**config.mk**
```make
export PLATFORM = sky130hd
export DESIGN_NAME = fifo_wptr_full_flat
export DESIGN_NICKNAME = d
export VERILOG_FILES = /design/src/rtl/fifo_wptr_full_if.sv /design/src/rtl/fifo_wptr_full.sv /design/src/flat_wrapper.sv
export SDC_FILE = /design/constraint.sdc
export NUM_CORES = 1
export LEC_CHECK = 0
export BUFFER_PORTS_ARGS = -buffer_cell sky130_fd_sc_hd__buf_2
export CAP_MARGIN = 20
export CORE_UTILIZATION = 40
export CTS_BUF_LIST = sky130_fd_sc_hd__clkbuf_8
export CTS_CLUSTER_DIAMETER = 50
export DETAILED_ROUTE_END_ITERATION = 16
export GPL_ROUTABILITY_DRIVEN = 0
export MAX_ROUTING_LAYER = met4
export SLEW_MARGIN = 10
export SYNTH_ARGS = -nofsm -noshare
export SYNTH_HDL_FRONTEND = slang
export SYNTH_SLANG_ARGS = --single-unit
```
**constraint.sdc**
```tcl
create_clock -name w_clk -period 4.01 [get_ports w_clk]
set_clock_uncertainty 0.05 [all_clocks]
set_input_delay 0.2005 -clock w_clk [delete_from_list [all_inputs] [get_ports w_clk]]
set_output_delay 0.2005 -clock w_clk [all_outputs]
set_load 0.005 [all_outputs]
```
**src/rtl/fifo_wptr_full_if.sv**
```systemverilog
// Write-side bus of the asynchronous FIFO: write request, pointers and
// status flags. almost_full is present only when FIFO_WALMOST_FULL_EN
// is defined.
interface fifo_wptr_full_if #(
    parameter int unsigned PTR_W = 6,
    parameter int unsigned CNT_W = 7
);
    logic             w_en;
    logic [CNT_W-1:0] r_gptr;
    logic [PTR_W-1:0] w_ptr;
    logic             full;
    logic [CNT_W-1:0] w_gptr;
`ifdef FIFO_WALMOST_FULL_EN
    logic             almost_full;

    modport master (
        input  w_en,
        input  r_gptr,
        output w_ptr,
        output full,
        output w_gptr,
        output almost_full
    );

    modport slave (
        output w_en,
        output r_gptr,
        input  w_ptr,
        input  full,
        input  w_gptr,
        input  almost_full
    );
`else
    modport master (
        input  w_en,
        input  r_gptr,
        output w_ptr,
        output full,
        output w_gptr
    );

    modport slave (
        output w_en,
        output r_gptr,
        input  w_ptr,
        input  full,
        input  w_gptr
    );
`endif
endinterface

```
**src/rtl/fifo_wptr_full.sv**
```systemverilog
// Write-domain pointer and full-flag controller for the asynchronous FIFO.
// The sequence index s walks a mirror-symmetric range BASE..BASE+2*DEPTH-1
// so its Gray code changes one bit per step, wrap included. The read Gray
// pointer is synchronized in and compared against the post-accept count.
// Optional almost_full output: define FIFO_WALMOST_FULL_EN.
module fifo_wptr_full #(
    parameter int unsigned DEPTH       = 45,
    parameter int unsigned ADDR_LO     = 9,
    parameter int unsigned PTR_W       = 6,
    parameter int unsigned CNT_W       = 7,
    parameter int unsigned SYNC_STAGES = 2,
    parameter int unsigned AF_LEVEL    = 40
) (
    input  logic              w_clk,
    input  logic              arstn,
    fifo_wptr_full_if.master  bus
);

    localparam int unsigned CYC  = 2 * DEPTH;
    localparam int unsigned BASE = (2 ** (CNT_W - 1)) - DEPTH;

    localparam logic [CNT_W-1:0] S_BASE = CNT_W'(BASE);
    localparam logic [CNT_W-1:0] S_TOP  = CNT_W'(BASE + CYC - 1);
    localparam logic [CNT_W-1:0] G_BASE = S_BASE ^ (S_BASE >> 1);
    localparam logic [PTR_W-1:0] P_LO   = PTR_W'(ADDR_LO);
    localparam logic [PTR_W-1:0] P_HI   = PTR_W'(ADDR_LO + DEPTH - 1);

    // Occupancy arithmetic carries one extra bit so c + CYC - rc never wraps.
    localparam logic [CNT_W:0] O_BASE  = (CNT_W + 1)'(BASE);
    localparam logic [CNT_W:0] O_CYC   = (CNT_W + 1)'(CYC);
    localparam logic [CNT_W:0] O_DEPTH = (CNT_W + 1)'(DEPTH);
    localparam logic [CNT_W:0] O_AF    = (CNT_W + 1)'(AF_LEVEL);

    logic [CNT_W-1:0] s_q, s_d;
    logic [PTR_W-1:0] w_ptr_q, w_ptr_d;
    logic [CNT_W-1:0] w_gptr_q, w_gptr_d;
    logic             full_q, full_d;
    logic [CNT_W-1:0] sync_q [SYNC_STAGES];
    logic [CNT_W-1:0] sync_d [SYNC_STAGES];
    logic             af_d;

    logic             accept;
    logic [CNT_W-1:0] r_bin;
    logic [CNT_W:0]   c_next;
    logic [CNT_W:0]   rc;
    logic [CNT_W:0]   occ_raw;
    logic [CNT_W:0]   occ;

    // Read-pointer synchronizer shift chain.
    always_comb begin
        sync_d[0] = bus.r_gptr;
        for (int unsigned i = 1; i < SYNC_STAGES; i++) begin
            sync_d[i] = sync_q[i-1];
        end
    end

    // Pointer advance on accept, then occupancy and flag evaluation.
    always_comb begin
        accept  = bus.w_en && !full_q;
        s_d     = s_q;
        w_ptr_d = w_ptr_q;
        if (accept) begin
            s_d     = (s_q == S_TOP) ? S_BASE : s_q + CNT_W'(1);
            // Address wraps every DEPTH steps, i.e. twice per sequence cycle.
            w_ptr_d = (w_ptr_q == P_HI) ? P_LO : w_ptr_q + PTR_W'(1);
        end
        w_gptr_d = s_d ^ (s_d >> 1);

        r_bin = '0;
        for (int unsigned i = 0; i < CNT_W; i++) begin
            r_bin[i] = ^(sync_q[SYNC_STAGES-1] >> i);
        end

        c_next  = {1'b0, s_d} - O_BASE;
        rc      = {1'b0, r_bin} - O_BASE;
        occ_raw = c_next + O_CYC - rc;
        occ     = (occ_raw >= O_CYC) ? occ_raw - O_CYC : occ_raw;
        full_d  = (occ == O_DEPTH);
        af_d    = (occ >= O_AF);
    end

    // Write-domain state; synchronizer resets to the read side's reset pointer.
    always_ff @(posedge w_clk or negedge arstn) begin
        if (!arstn) begin
            s_q      <= S_BASE;
            w_ptr_q  <= P_LO;
            w_gptr_q <= G_BASE;
            full_q   <= 1'b0;
            for (int unsigned i = 0; i < SYNC_STAGES; i++) begin
                sync_q[i] <= G_BASE;
            end
        end else begin
            s_q      <= s_d;
            w_ptr_q  <= w_ptr_d;
            w_gptr_q <= w_gptr_d;
            full_q   <= full_d;
            for (int unsigned i = 0; i < SYNC_STAGES; i++) begin
                sync_q[i] <= sync_d[i];
            end
        end
    end

    assign bus.w_ptr  = w_ptr_q;
    assign bus.w_gptr = w_gptr_q;
    assign bus.full   = full_q;

`ifdef FIFO_WALMOST_FULL_EN
    logic af_q;

    // Almost-full flag, same timing as full.
    always_ff @(posedge w_clk or negedge arstn) begin
        if (!arstn) begin
            af_q <= 1'b0;
        end else begin
            af_q <= af_d;
        end
    end

    assign bus.almost_full = af_q;
`else
    logic unused_af;
    assign unused_af = af_d;
`endif

endmodule

```
**src/flat_wrapper.sv**
```systemverilog
// flat-port wrapper written by rule: the top's interface ports become plain ports
module fifo_wptr_full_flat 
#(
    parameter int unsigned DEPTH       = 45,
    parameter int unsigned ADDR_LO     = 9,
    parameter int unsigned PTR_W       = 6,
    parameter int unsigned CNT_W       = 7,
    parameter int unsigned SYNC_STAGES = 2,
    parameter int unsigned AF_LEVEL    = 40
)
  (w_clk, arstn, bus_w_en, bus_r_gptr, bus_w_ptr, bus_full, bus_w_gptr);
  fifo_wptr_full_if #(.PTR_W(PTR_W), .CNT_W(CNT_W)) bus_i ();
  input  logic w_clk;
  input  logic arstn;
  input wire logic [$bits(bus_i.w_en)-1:0] bus_w_en;
  input wire logic [$bits(bus_i.r_gptr)-1:0] bus_r_gptr;
  output wire logic [$bits(bus_i.w_ptr)-1:0] bus_w_ptr;
  output wire logic [$bits(bus_i.full)-1:0] bus_full;
  output wire logic [$bits(bus_i.w_gptr)-1:0] bus_w_gptr;
  assign bus_i.w_en = bus_w_en;
  assign bus_i.r_gptr = bus_r_gptr;
  assign bus_w_ptr = bus_i.w_ptr;
  assign bus_full = bus_i.full;
  assign bus_w_gptr = bus_i.w_gptr;
  fifo_wptr_full #(.DEPTH(DEPTH), .ADDR_LO(ADDR_LO), .PTR_W(PTR_W), .CNT_W(CNT_W), .SYNC_STAGES(SYNC_STAGES), .AF_LEVEL(AF_LEVEL)) u_core (.w_clk(w_clk), .arstn(arstn), .bus(bus_i));
endmodule
```
* After elaboration in Yosys (flattened, before gate mapping)
Cells that the tools add are included.
Storage, ports and cells: input port bits 10, output and inout port bits 14, word-level logic and storage cells 31, register bits after elaboration 35
Operators by class: mux-type cells 4, order comparisons 1, bitwise operators 1, add/sub/neg operators 7, reduce and logical (&&, ||, !) cells 9, eq/ne operators 3
Operators by type and width (number):
- $reduce_xor A7 Y1 | 7
- $sub A7 B5 Y8 const B | 2
- $mux W7 | 2
- $add A8 B7 Y8 const B | 1
- $eq A8 B6 Y1 const B | 1
- $ge A8 B7 Y1 const B | 1
- $mux W8 | 1
- $sub A8 B7 Y8 const B | 1
- $sub A8 B8 Y8 | 1
- $add A7 B1 Y7 const B | 1
- $eq A7 B7 Y1 const B | 1
- $xor A7 B6 Y7 | 1
- $add A6 B1 Y6 const B | 1
- $eq A6 B6 Y1 const B | 1
- $mux W6 | 1
- $logic_and A1 B1 Y1 | 1
- $logic_not A1 Y1 | 1

* Longest topological paths before layout
depth after elaboration 9, depth in mapped cells 15, gate-level depth less buffers 15

* Worst setup path before layout
OpenSTA, ideal clock, no wires.
kind reg-to-reg, start point register u_core.s_q[0], end point register u_core.full_q (netlist: u_core.bus.full), library setup time 0.079 ns, clock period less this slack 3.593 ns, data required time 3.881 ns, stages on the path, launching flop included 16, data arrival time 3.464 ns, buffers on the path 0, setup slack 0.417 ns, cells stage by stage dfstp_2 inv_1 ha_1 nand4b_1 o21ai_0 o22ai_1 ha_1 inv_1 ha_1 inv_1 fa_1 ha_1 or4_1 o221ai_1 o311ai_1 mux2i_1
Between the ends: cells in the longest elaborated chain, start to end 9, elaborated cells on any way between the ends 11, those cells by class 5 x add/sub; 1 x order compare; 2 x eq/ne; 3 x mux
Ends and longest elaborated chain:
- start: declaration | line fifo_wptr_full.sv:34 | logic [CNT_W-1:0] s_q, s_d;
- start signal: assignment | line fifo_wptr_full.sv:85 | s_q <= S_BASE;
- start signal: assignment | line fifo_wptr_full.sv:93 | s_q <= s_d;
- $add A7 B1 Y7 or $eq A7 B7 Y1 (tied branches) | line fifo_wptr_full.sv:63 | s_d = (s_q == S_TOP) ? S_BASE : s_q + CNT_W'(1);
- $mux W7 | line fifo_wptr_full.sv:63
- $mux W7 * | line fifo_wptr_full.sv:62 | if (accept) begin
- $sub A7 B5 Y8 * | line fifo_wptr_full.sv:74 | c_next = {1'b0, s_d} - O_BASE;
- $add A8 B7 Y8 * | line fifo_wptr_full.sv:76 | occ_raw = c_next + O_CYC - rc;
- $sub A8 B8 Y8 * | line fifo_wptr_full.sv:76
- $sub A8 B7 Y8 or $ge A8 B7 Y1 (tied branches) | line fifo_wptr_full.sv:77 | occ = (occ_raw >= O_CYC) ? occ_raw - O_CYC : occ_raw;
- $mux W8 * | line fifo_wptr_full.sv:77
- $eq A8 B6 Y1 * | line fifo_wptr_full.sv:78 | full_d = (occ == O_DEPTH);
- net u_core.full_d | line fifo_wptr_full.sv:37 | logic full_q, full_d;
- end signal: assignment | line fifo_wptr_full.sv:96 | full_q <= full_d;
- end: declaration | line fifo_wptr_full.sv:37
Mark *: on every way through the listed nets, which the timed path passes. The rest lies on a longest branch. A chain may end at the register's enable or synchronous reset.

* Final worst setup path
start point register u_core.sync_q[6] (netlist bit), end point register u_core.full_q (netlist: u_core.bus.full)
Between the ends: cells in the longest elaborated chain, start to end 6, elaborated cells on any way between the ends 13, those cells by class 3 x add/sub; 1 x order compare; 1 x eq/ne; 1 x mux; 7 x reduce/logical
Ends and longest elaborated chain:
- start: declaration | line fifo_wptr_full.sv:38 | logic [CNT_W-1:0] sync_q [SYNC_STAGES];
- start signal: indexed assignment | line fifo_wptr_full.sv:98 | sync_q[i] <= sync_d[i];
- $reduce_xor A7 Y1 | line fifo_wptr_full.sv:71 | r_bin[i] = ^(sync_q[SYNC_STAGES-1] >> i);
- $sub A7 B5 Y8 * | line fifo_wptr_full.sv:75 | rc = {1'b0, r_bin} - O_BASE;
- $sub A8 B8 Y8 * | line fifo_wptr_full.sv:76
- $sub A8 B7 Y8 or $ge A8 B7 Y1 (tied branches) | line fifo_wptr_full.sv:77
- $mux W8 * | line fifo_wptr_full.sv:77
- $eq A8 B6 Y1 * | line fifo_wptr_full.sv:78
- net u_core.full_d | line fifo_wptr_full.sv:37
Marked as above.

==> key figures <==
Floorplan
  • I/O Pins: 24
  • Die Ht: 71.7 µm
  • Placement row count: 24
  • Initial Util: 0.431
  • Total core area: 4500 µm²
  • Area of the die: 5140 µm²
  • Die width: 71.7 µm

Detailed routing
  • Via count: 1438
  • Drt first pass iters: 4
  • Drt drc: 0
  • Routed Antenna Nets: 0
  • WL/cell: 12.2 µm
  • Drt total wl: 3460 µm
  • Iter 0 DRT Violations: 65
  • Vias per Instance: 5.06

Setup path
  • Slowest cell on the critical path: or4_4
  • Delay-heaviest family, CP: adder cells
  • Crit path launch type: flip-flop
  • Worst reg2reg setup slack: 0.21 ns
  • Crit Path Class: flip-flop to flip-flop
  • Critical Path Start: u_core.sync_q[6]
  • Worst setup EP type: flip-flop
  • Critical Path RT: 4.16 ns
  • Worst EP arrival: 3.96 ns
  • Worst r2r dst: u_core.bus.full
  • CP Depth: 15
  • Critical Path End: u_core.bus.full
  • CP max FO: 3
  • Crit path largest cell delay: 0.50 ns
  • Cell Chain, Critical Path: xnor2_2 -> xor2_2 -> xor2_2 -> xnor2_2 -> xor2_1 -> ha_2 -> inv_2 -> ha_4 -> inv_2 -> fa_1 -> ha_1 -> or4_4 -> o221ai_2 -> o311ai_2 -> mux2i_1
  • Worst Path Buf+Inv: 2
  • R2r worst-path depth: 15
  • Worst r2r src: u_core.sync_q[6]

Yosys
  • Largest area contributor in the netlist: dfrtp_1
  • Syn Inst Count: 192
  • Syn Area/Cell: 10.1 µm²
  • Distinct cells, synth: 43
  • Mapped Nets: 220
  • Post-synth top area share: 0.258
  • Post-Syn Area: 1940 µm²
  • Ranking of synthesized cells by area: dfrtp_1, dfstp_2, ha_1
  • Seq cells post-synth: 34
  • Synth warn: 0
  • Sequential fraction of the synthesis area: 0.447

Power
  • Tot Pwr: 2.00 mW
  • Power per cell area: 852 nW/µm²
  • Worst vdd ir: 0.399 mV
  • Cell leakage power: 1.09 nW

STA
  • Hold_ws: 0.300 ns
  • Max Freq: 0.263 GHz
  • Final setup fails: 0
  • Slew Limit Fails: 0
  • Tcrit/Tclk final: 0.948
  • Slew HR: 0.511
  • Final Critical Period: 3.80 ns
  • Final hold vios: 0
  • Worst-margin pin slew: 0.734 ns

GRT
  • Gr usage total: 0.160
  • Initial antenna violation count: 0
  • Grt total ovfl: 0
  • Largest net degree at the start of global routing: 35
  • Number of global-route vias before repair: 1418
  • First-pass GRT wire length: 6140 µm

Final layout
  • ANT cells: 0
  • Share of cells above drive strength 1: 0.267
  • Commonest non-fill, non-tap cell in the layout: buf_2
  • Post-layout instance area: 2350 µm²
  • P&R area growth vs syn: 20.9%
  • Most frequent cells in the layout: buf_2, dfrtp_1, inv_1
  • # fillers: 396
  • Fin util: 0.521
  • Post-route insts no fill: 284
  • Nets: 259

Clocking
  • CTS buffer count: 5
  • Clock slew at reported path FFs: 0.06 ns
  • Clock Path Buffers: 2
  • Worst skew pair latency: 0.28 ns
  • Clock root buffer: clkbuf_8
  • CTS tree: built
  • H-tree depth: 2
  • Clock sink total: 34

Placement
  • Placed cell count: 266
  • Post-DP HPWL: 2570 µm
  • Port Buffers: 23
  • Placed cell areas: 2120 µm²

Outcome
  • Status: complete, no violations

Worst hold path
  • Hold WC Path Type: flip-flop to flip-flop

Run
  • Maximum capacitance violations: 0
==> routing by layer <==
metal	vias to the layer above	global-route usage	wire, µm
met4	0	0.0458	31
met2	26	0.246	1580
li1	734	-	-
met3	5	0.0563	111
met5	-	-	0
met1	673	0.200	1730
==> synthesized netlist by cell type <==
master      n
a211oi_1    1
or2_2       2
a21o_1      1
nand4b_1    1
fa_1        1
a21oi_1    10
o2111ai_1   2
xor2_1     10
and2_1      3
buf_4       1
nor4b_1     1
xnor2_2     1
nand2_1    15
o21a_1      1
or4_1       1
o22ai_1     2
nand2b_1    3
xor2_2      2
o31ai_1     1
o41ai_1     1
inv_1      19
o21bai_1    1
dfrtp_1    20
a31oi_1     1
nand3b_1    2
clkbuf_1    2
mux2i_1     2
nand3_1     2
a2111o_1    1
nor2_1     16
o311ai_1    1
dfstp_2    14
nand4_1     2
a211o_1     1
and4_1      1
and3_1      1
a221o_1     1
nor3_1      6
ha_1       17
xnor2_1    10
nor2b_1     1
o21ai_0    10
o221ai_1    1
==> worst min path at each step <==
stage	start	endpoint	cells after the start	slack (ns)
after floorplan	arstn	asynchronous set/reset pin	0	-0.15
after global routing	u_core.sync_d[5]	u_core.sync_q[5]	0	0.31
after CTS	u_core.sync_d[6]	u_core.sync_q[6]	0	0.30
after detailed placement	arstn	u_core.bus.w_gptr[5]	1	0.26
final	u_core.sync_d[6]	u_core.sync_q[6]	0	0.30
after global placement	arstn	u_core.s_q[6]	1	0.26
==> worst register-to-register path: cells and delay by family, from the launching register on <==
kind / cells / cell delay, ns
DFF: 1 / 0.41
xor gates and xnor gates: 5 / 1.06
AOI/OAI and AO/OA: 2 / 0.33
muxes: 1 / 0.15
buffers and inverters: 2 / 0.10
and+or+nand+nor: 1 / 0.50
adders and majority gates: 4 / 1.12
==> per-stage QoR <==
| step | TNS [ns] | setup slack (ns) |
|---|---|---|
| 2_1_floorplan | 0 | 0.417 |
| 3_3_place_gp | 0 | 0.260 |
| 3_5_place_dp | 0 | 0.160 |
| 4_1_cts | 0 | 0.136 |
| 5_1_grt | -0.0184 | -0.0184 |
| 6_report | 0 | 0.207 |
==> cell families after synthesis <==
kind of cell,count (synthesis),synth area share
fa+ha+maj,18,0.120
compound gates,36,0.119
buf+inv,22,0.0445
simple gates,57,0.144
mux,2,0.0103
xor+xnor,23,0.115
flops,34,0.447
==> layout make-up <==
class,count,area [µm²],share of cell area
Multi-Input combinational cell,136,1030,0.437
Tap cell,52,65.1,0.0277
Clock buffer,6,82.6,0.0352
Inverter,19,71.3,0.0304
Sequential cell,34,868,0.370
Clock inverter,2,8.76,0.00373
Timing Repair Buffer,35,225,0.0959
==> flip-flops by register name, summed over array words and instances, names as in the netlist, named ones only <==
name,flops
u_core.s_q,5
u_core.sync_d,7
u_core.bus.full,1
u_core.sync_q,7
u_core.bus.w_ptr,6
u_core.bus.w_gptr,6
==> timing repair <==
action                                  4_1_cts  5_1_grt
gates resized for setup                       0       11
endpoints found under the hold margin        27        0
setup buffers                                 0        2
hold buffers                                  8        0
endpoints found under the setup margin        0        1
==> power by group <==
group	switching, mW	internal, mW
Sequential	0.0852	0.470
Combinational	0.635	0.556
Clock	0.118	0.136
Total	0.838	1.16
(Power assumes the default switching activity.)
